### src/rtl/run_ctrl_pkg.sv
// run_ctrl_pkg
//   Shared types and default constants for the run controller that sits
//   beside the single-cycle mips core in the simulation top level.
//   Contents:
//     run_state_t      - controller state (HOLD, RUN, HALTED, TIMEOUT)
//     PC_RESET         - PC the core starts from after its reset
//     HALT_REPEAT_DEF  - default number of repeated PC samples meaning "halt"
package run_ctrl_pkg;

  typedef enum logic [1:0] {
    ST_HOLD    = 2'd0,
    ST_RUN     = 2'd1,
    ST_HALTED  = 2'd2,
    ST_TIMEOUT = 2'd3
  } run_state_t;

  localparam logic [31:0] PC_RESET        = 32'h0000_3000;
  localparam int          HALT_REPEAT_DEF = 4;

endpackage

### src/rtl/pc_stable_detect.sv
// pc_stable_detect
//   Watches the core PC while the program runs and flags a self-loop
//   (e.g. "beq $0,$0,-1"): the PC sampled HALT_REPEAT times in a row with the
//   same value as the previously sampled PC.
//   Ports:
//     clk     in   clock, rising edge
//     clear   in   synchronous clear of the PC history and repeat counter
//     sample  in   take a PC sample this edge
//     pc      in   PC_W  current core PC
//     stable  out  one-cycle pulse, high during the cycle whose edge samples
//                  the HALT_REPEAT-th repeat of a PC value
module pc_stable_detect #(
  parameter int PC_W        = 32,
  parameter int HALT_REPEAT = 4
) (
  input  logic            clk,
  input  logic            clear,
  input  logic            sample,
  input  logic [PC_W-1:0] pc,
  output logic            stable
);

  localparam int               REP_W    = $clog2(HALT_REPEAT + 1);
  localparam logic [REP_W-1:0] REP_LAST = REP_W'(HALT_REPEAT - 1);
  localparam logic [REP_W-1:0] REP_MAX  = REP_W'(HALT_REPEAT);

  logic            r_have_last;
  logic [PC_W-1:0] r_last_pc;
  logic [REP_W-1:0] r_rep_cnt;
  logic            w_same;

  // The first sample of a run only primes the history; it never counts as a repeat.
  assign w_same = r_have_last && (pc == r_last_pc);

  // Combinational so the controller can stop on the very edge that samples
  // the final repeat.
  assign stable = sample && w_same && (r_rep_cnt == REP_LAST);

  always_ff @(posedge clk) begin
    if (clear) begin
      r_have_last <= 1'b0;
      r_last_pc   <= '0;
      r_rep_cnt   <= '0;
    end else if (sample) begin
      if (!r_have_last) begin
        r_have_last <= 1'b1;
        r_last_pc   <= pc;
      end else if (w_same) begin
        if (r_rep_cnt != REP_MAX) begin
          r_rep_cnt <= r_rep_cnt + REP_W'(1);
        end
      end else begin
        r_rep_cnt <= '0;
        r_last_pc <= pc;
      end
    end
  end

endmodule

### src/rtl/run_controller.sv
// run_controller
//   Run control for the mips core in simulation: stretches reset to the core,
//   counts executed cycles, detects program end as a PC self-loop and raises
//   sticky halted / timed_out flags. A restart pulse reruns the program
//   without a global reset.
//   Ports:
//     clk          in   clock, rising edge
//     reset        in   synchronous active-high reset, overrides all inputs
//     restart      in   single-cycle request to rerun the program
//     pc           in   PC_W  current core PC (ignored outside RUN)
//     cpu_reset    out  reset driven to the core
//     running      out  high while in RUN
//     halted       out  sticky, self-loop detected
//     timed_out    out  sticky, run reached MAX_CYCLES
//     done         out  halted | timed_out
//     cycle_count  out  CNT_W  RUN cycles executed (saturating)
module run_controller
  import run_ctrl_pkg::*;
#(
  parameter int RST_CYCLES  = 1,
  parameter int HALT_REPEAT = HALT_REPEAT_DEF,
  parameter int MAX_CYCLES  = 100000,
  parameter int CNT_W       = 32,
  parameter int PC_W        = 32
) (
  input  logic             clk,
  input  logic             reset,
  input  logic             restart,
  input  logic [PC_W-1:0]  pc,
  output logic             cpu_reset,
  output logic             running,
  output logic             halted,
  output logic             timed_out,
  output logic             done,
  output logic [CNT_W-1:0] cycle_count
);

  localparam int                HOLD_W    = $clog2(RST_CYCLES + 1);
  localparam logic [HOLD_W-1:0] HOLD_LAST = HOLD_W'(RST_CYCLES - 1);
  localparam logic [CNT_W-1:0]  CNT_LIMIT = CNT_W'(MAX_CYCLES);

  run_state_t       r_state;
  logic [HOLD_W-1:0] r_hold_cnt;
  logic [CNT_W-1:0] r_cycle_count;
  logic             r_cpu_reset;
  logic             r_running;
  logic             r_halted;
  logic             r_timed_out;

  logic             w_clear;
  logic             w_sample;
  logic             w_stable;
  logic [CNT_W-1:0] w_count_inc;
  logic             w_limit_hit;

  // Any reset/restart, or simply being outside RUN, wipes the PC history so
  // every run starts by priming it afresh.
  assign w_clear  = reset || restart || (r_state != ST_RUN);
  assign w_sample = (r_state == ST_RUN);

  pc_stable_detect #(
    .PC_W        (PC_W),
    .HALT_REPEAT (HALT_REPEAT)
  ) u_pc_stable_detect (
    .clk    (clk),
    .clear  (w_clear),
    .sample (w_sample),
    .pc     (pc),
    .stable (w_stable)
  );

  assign w_count_inc = (&r_cycle_count) ? r_cycle_count : r_cycle_count + CNT_W'(1);
  assign w_limit_hit = (MAX_CYCLES != 0) && (w_count_inc == CNT_LIMIT);

  always_ff @(posedge clk) begin
    // restart is indistinguishable from reset in every state, including HOLD
    // where it simply restarts the hold count.
    if (reset || restart) begin
      r_state       <= ST_HOLD;
      r_hold_cnt    <= '0;
      r_cycle_count <= '0;
      r_cpu_reset   <= 1'b1;
      r_running     <= 1'b0;
      r_halted      <= 1'b0;
      r_timed_out   <= 1'b0;
    end else begin
      case (r_state)
        ST_HOLD: begin
          // Compare against RST_CYCLES-1: this edge's increment reaches RST_CYCLES.
          if (r_hold_cnt == HOLD_LAST) begin
            r_state     <= ST_RUN;
            r_hold_cnt  <= '0;
            r_cpu_reset <= 1'b0;
            r_running   <= 1'b1;
          end else begin
            r_hold_cnt <= r_hold_cnt + HOLD_W'(1);
          end
        end
        ST_RUN: begin
          r_cycle_count <= w_count_inc;
          // Halt takes priority when both conditions land on the same edge.
          if (w_stable) begin
            r_state   <= ST_HALTED;
            r_running <= 1'b0;
            r_halted  <= 1'b1;
          end else if (w_limit_hit) begin
            r_state     <= ST_TIMEOUT;
            r_running   <= 1'b0;
            r_timed_out <= 1'b1;
          end
        end
        ST_HALTED, ST_TIMEOUT: begin
          // Terminal: count and flags frozen, core left spinning out of reset.
        end
        default: begin
          r_state <= ST_HOLD;
        end
      endcase
    end
  end

  assign cpu_reset   = r_cpu_reset;
  assign running     = r_running;
  assign halted      = r_halted;
  assign timed_out   = r_timed_out;
  assign done        = r_halted | r_timed_out;
  assign cycle_count = r_cycle_count;

endmodule
### config.mk
export PLATFORM = sky130hd
export DESIGN_NAME = run_controller
export DESIGN_NICKNAME = d
export VERILOG_FILES = /design/src/rtl/run_ctrl_pkg.sv /design/src/rtl/pc_stable_detect.sv /design/src/rtl/run_controller.sv
export SDC_FILE = /design/constraint.sdc
export NUM_CORES = 1
export LEC_CHECK = 0
export CORE_MARGIN = 3
export CORE_UTILIZATION = 55
export CTS_CLUSTER_SIZE = 28
export DETAILED_ROUTE_END_ITERATION = 6
export HOLD_SLACK_MARGIN = 0.06
export PLACE_DENSITY = 0.83
export SYNTH_ARGS = -nofsm -noshare
export SYNTH_HDL_FRONTEND = slang
export SYNTH_SLANG_ARGS = --single-unit
### constraint.sdc
create_clock -name clk -period 4.9 [get_ports clk]
set_clock_uncertainty 0.15 [all_clocks]
set_input_delay 0.98 -clock clk [delete_from_list [all_inputs] [get_ports clk]]
set_output_delay 0.98 -clock clk [all_outputs]
set_load 0.1 [all_outputs]
* Word level (Yosys, flattened, before mapping) *
Cells that the tools add are included.
W data, S select, Z words.

word-level totals
  output and inout port bits = 37
  input port bits = 35
  RAM bits = 0
  latch bits = 0
  flip-flop bits (word level) = 75
  memories = 0
  ROM bits = 0
  logic and storage cells = 54

cells by class
  add/subtract/negate cells = 3
  shift operators = 0
  $mul = 0
  equality and inequality tests = 10
  reductions and logical operators = 14
  mux-type cells = 14
  magnitude comparators = 0
  bitwise logic cells = 3
  divide/modulo/power cells = 0

operators by type and width
  operator                 number
  $mux W32                 3
  $add A32 B1 Y32 const B  1
  $eq A32 B17 Y1 const B   1
  $eq A32 B32 Y1           1
  $reduce_and A32 Y1       1
  $reduce_and A3 Y1        3
  $mux W2                  3
  $mux W3                  2
  $ne A2 B2 Y1 const B     3
  $ne A3 B3 Y1 const B     2
  $reduce_and A2 Y1        3
  $mux W1                  4
  $pmux W2 S2              1
  $add A3 B1 Y3 const B    1
  $eq A3 B2 Y1 const B     1
  $logic_and A1 B1 Y1      3
  $eq A2 B1 Y1 const B     1
  $logic_not A2 Y1         1
  $logic_or A1 B1 Y1       2
  $ne A2 B1 Y1 const B     1
  $not A1 Y1               2
  $pmux W1 S2              1
  $reduce_bool A2 Y1       1
  $add A1 B1 Y1 const B    1
  $or A1 B1 Y1             1

* Depth between registers and ports, before layout *
  word-level depth = 6
  mapped depth = 10
  mapped depth without buffers = 9

* Modules after synthesis *
A second synthesis with hierarchy kept.

second synthesis, totals
  cell total of the unflattened synthesis = 545
  area, all modules = 4568.1 sq um

by module, submodules not included
  module            times used  area each (sq um)  cells an instance  seq. area each (sq um)
  run_controller    1           2454.9             322                760.7
  pc_stable_detect  1           2113.3             223                720.7

* Least setup slack after synthesis *
No wires, ideal clock.

  path kind = register to register
  start point = register r_cycle_count[0] (netlist: cycle_count[0])
  end point = register r_timed_out (netlist: timed_out)
  arrival time = 3520 ps
  path buffers = 0
  setup slack = 1166 ps
  required time = 4685 ps
  cell stages (with the launch flop) = 10
  clock period less this slack = 3734 ps
  library setup time = 65 ps
  cell sequence = dfxtp_1 -> ha_1 -> nand3_4 -> or4_4 -> nor3_4 -> a31o_1 -> nand3_1 -> or4_4 -> nor4_4 -> a32o_1

on the way
  word-level cells in the longest chain between the ends = 4
  elaborated cells between the ends (all ways) = 5
  those cells by class = add/sub (1); eq/ne (1); mux (1); reduce/logical (2)

RTL lines
  element                                                       line                   source
  from (decl)                                                   run_controller.sv:44   logic [CNT_W-1:0] r_cycle_count;
  from (signal assigned)                                        run_controller.sv:100  r_cycle_count <= w_count_inc;
  $add A32 B1 Y32 / $reduce_and A32 Y1 (equally long branches)  run_controller.sv:72   assign w_count_inc = (&r_cycle_count) ? r_cycle_count : r_cycle_count + CNT_W'(1);
  $mux W32 (*)                                                  run_controller.sv:72
  $eq A32 B17 Y1 (*)                                            run_controller.sv:73   assign w_limit_hit = (MAX_CYCLES != 0) && (w_count_inc == CNT_LIMIT);
  $reduce_and A3 Y1 (no line) (*)                               --
  to (signal assigned)                                          run_controller.sv:85   r_timed_out <= 1'b0;
  to (signal assigned)                                          run_controller.sv:109  r_timed_out <= 1'b1;
  to (decl)                                                     run_controller.sv:48   logic r_timed_out;

Mark *: on every way between the ends. The rest lies on a longest branch, timed or not.
A chain may end at the register's enable or synchronous reset.

* Worst setup path in the final report *
Ends and elaborated chain as after synthesis.

==> results.sh <==
export IMPL_status="finished, final reports clean"
export IMPL_yosysMostFrequentCell="dfxtp_1"
export IMPL_worstPathRequired_ns=5.05
export IMPL_netlist_area_mm2=0.00401
export IMPL_async_flop_share_pct=0
export IMPL_gp_congestion=0.951
export IMPL_layout_nets=556
export IMPL_cts_hold_buffers=0
export IMPL_num_vias=3653
export IMPL_ys_flop_type="dfxtp_1"
export IMPL_initial_core_util_pct=57.7
export IMPL_post_cts_buffers=0
export IMPL_hpwl_um=7320
export IMPL_fin_setup_tns_ns=0
export IMPL_avgSynthCellArea_um2=8.66
export IMPL_post_drt_wl_per_cell_um=16.4
export IMPL_synth_area_leaders="dfxtp_1 37%, xnor2_1 9.8%, and3_1 6.2%"
export IMPL_power_density_mw_per_mm2=249
export IMPL_period_share_pct=72.5
export IMPL_hp_class="reg -> reg"
export IMPL_finalWirelength_um=10100
export IMPL_clock_path_buffers=2
export IMPL_synth_seq_cells=74
export IMPL_cp_cell_sequence="ha_1, nand3_4, nor4_4, and2_1, or4_1, nand4_1, or4_4, nor4_4, a32o_1"
export IMPL_antenna_found_initial=0
export IMPL_power_leakage_uw=0.00185
export IMPL_grt_pass1_wl_um=16700
export IMPL_grt_max_degree=43
export IMPL_cts_reportedPaths_clkPinSlew_ns=0.08
export IMPL_ant_nets=0
export IMPL_rows=30
export IMPL_startpoint_type="flip-flop"
export IMPL_cts_sinks=74
export IMPL_die_area_mm2=0.00835
export IMPL_synthCells=463
export IMPL_chipWidth_um=91.4
export IMPL_grt_pass1_vias=3435
export IMPL_grtUsageTotal_pct=24.5
export IMPL_slowest_stage="dfxtp_1"
export IMPL_crit_top_cell="nor4_4"
export IMPL_cts_tree="yes"
export IMPL_whs_path_depth=2
export IMPL_clk_insertion_delay_late_ns=0.35
export IMPL_portBuffers=71
export IMPL_fin_crit_ns=3.55
export IMPL_r2r_cells=9
export IMPL_fillCellCount=542
export IMPL_area_growth_pct=23.1
export IMPL_drv_slew=0
export IMPL_ys_types=54
export IMPL_die_h_um=91.4
export IMPL_num_io_pins=72
export IMPL_yosysTopAreaCellShare_pct=36.9
export IMPL_rsz0062_at_grt="no"
export IMPL_crit_type="reg -> reg"
export IMPL_cp_max_fo=8
export IMPL_max_cap_violations=0
export IMPL_drtIter0Drc=242
export IMPL_worstMarginPinSlew_ns=1.01
export IMPL_synth_fp_nets=502
export IMPL_cts_root_buf="clkbuf_8"
export IMPL_coreArea_mm2=0.00694
export IMPL_cp_data_arrival_time_ns=3.70
export IMPL_cts_buffers=9
export IMPL_ir_worst_vdd_uv=133
export IMPL_synth_top_area_cell="dfxtp_1"
export IMPL_hold_viol_final=0
export IMPL_synth_common_cells="74 x dfxtp_1, 54 x nor2_1, 45 x xnor2_1"
export IMPL_post_route_drc_count=0
export IMPL_drive_above_1_share_pct=7.29
export IMPL_finalPower_uw=1230
export IMPL_diodes=0
export IMPL_critPathCaptureType="flip-flop"
export IMPL_yosysWarnings=0
export IMPL_viasPerCell=5.92
export IMPL_cpPeakStageDelay_ns=0.53
export IMPL_overflow=0
export IMPL_htreeDepth=3
export IMPL_setup_viol=0
export IMPL_ys_seq_area_share_pct=36.9
export IMPL_clock_fmax_mhz=282
export IMPL_synth_edff_count=0
export IMPL_dr_pass1_iters=4
export IMPL_max_slew_margin_rel_pct=32.1
export IMPL_cts_resized=0
## final timing paths
check | slack [ns] | to | start
worst max-delay path | 1.35 | timed_out | cycle_count[0]
worst max register to register | 1.35 | timed_out | cycle_count[0]
worst min-delay path | 0.31 | cpu_reset | cpu_reset
worst min register to register | 0.31 | cpu_reset | cpu_reset
## report_power, final
group | leakage [µW] | internal (µW) | switching, µW
Sequential | 0.000598 | 607 | 4.45
Clock | 0.000106 | 286 | 232
Combinational | 0.00115 | 45.1 | 52.7
Total | 0.00185 | 938 | 289
## kinds of logic (layout without fill, tap and decap cells)
logic type	count (synthesis)	count (layout)	share of synthesized area (%)
simple gates	237	237	35.2
flops	74	74	36.9
xor+xnor	71	71	15.5
buf+inv	39	97	4.24
compound gates	34	34	5.83
fa+ha+maj	4	4	1.25
mux	4	4	1.03
## through the flow
step,setup WS (ns),utilization [%],hold WS [ns],instance area [µm²],std cells
6_report,1.35,71.1,0.313,4940,617
5_1_grt,1.19,71.1,0.329,4940,617
4_1_cts,1.41,71.1,0.320,4940,617
3_5_place_dp,1.16,68.0,0.308,4720,602
3_3_place_gp,1.19,68.0,0.300,4720,602
2_1_floorplan,1.17,-,0.324,4010,463
## layer usage
metal  track usage [%]  wire length (µm)  up-vias
met5                 0                 0        -
met1              33.9              4610     1748
met4              8.04               198        0
met2              38.0              4630      147
met3              5.05               662       18
li1                  -                 -     1740
## cell usage in the layout, fill, tap and decap left out, types with 2 or more instances in the layout
cell / Yosys / routed
xnor2_1: 45 / 45
or2_2: 4 / 4
or3b_2: 2 / 2
or3_1: 2 / 2
mux2i_1: 3 / 3
nor2_1: 54 / 54
and3_1: 40 / 40
clkdlybuf4s50_1: 0 / 71
nand2b_1: 4 / 4
o31ai_1: 3 / 3
a21oi_1: 7 / 7
nor3_1: 13 / 13
nor4_2: 2 / 2
and2_1: 5 / 5
a211o_1: 2 / 2
nand4_4: 3 / 3
nand2_1: 30 / 30
buf_4: 1 / 2
nand4_1: 27 / 27
a211oi_1: 2 / 2
a21boi_0: 2 / 2
nand3_1: 17 / 17
ha_1: 4 / 4
and4_1: 6 / 6
clkbuf_8: 0 / 9
inv_1: 9 / 9
bufinv_16: 0 / 2
nor4_1: 10 / 10
or4_1: 3 / 3
o21ai_0: 7 / 7
xor2_1: 26 / 26
dfxtp_1: 74 / 74
nor4_4: 3 / 3
nand4b_1: 2 / 2
or4_4: 2 / 2
## area by class of cell
| type | instances | area, µm² | share of cell area (%) |
|---|---|---|---|
| clock buffer | 9 | 124 | 2.51 |
| clock inverter | 6 | 90.1 | 1.83 |
| inverter | 9 | 33.8 | 0.684 |
| multi-input combinational | 350 | 2360 | 47.8 |
| sequential | 74 | 1480 | 30.0 |
| tap | 96 | 120 | 2.43 |
| timing repair buffer | 73 | 726 | 14.7 |
## sequential cells by signal, summed over array words and instances (netlist names)
name,flops
u_pc_stable_detect.r_have_last,1
cpu_reset,1
running,1
u_pc_stable_detect.r_rep_cnt,3
cycle_count,32
halted,1
r_state,2
u_pc_stable_detect.r_last_pc,32
timed_out,1
## critical path: cells and delay by family, from the launching register on
family	cells	cell delay (ns)
flip-flops	1	0.53
AO/OA/AOI/OAI	1	0.22
adder cells (fa/ha/maj)	1	0.37
AND/OR/NAND/NOR	7	2.22
(Power assumes the default switching activity.)
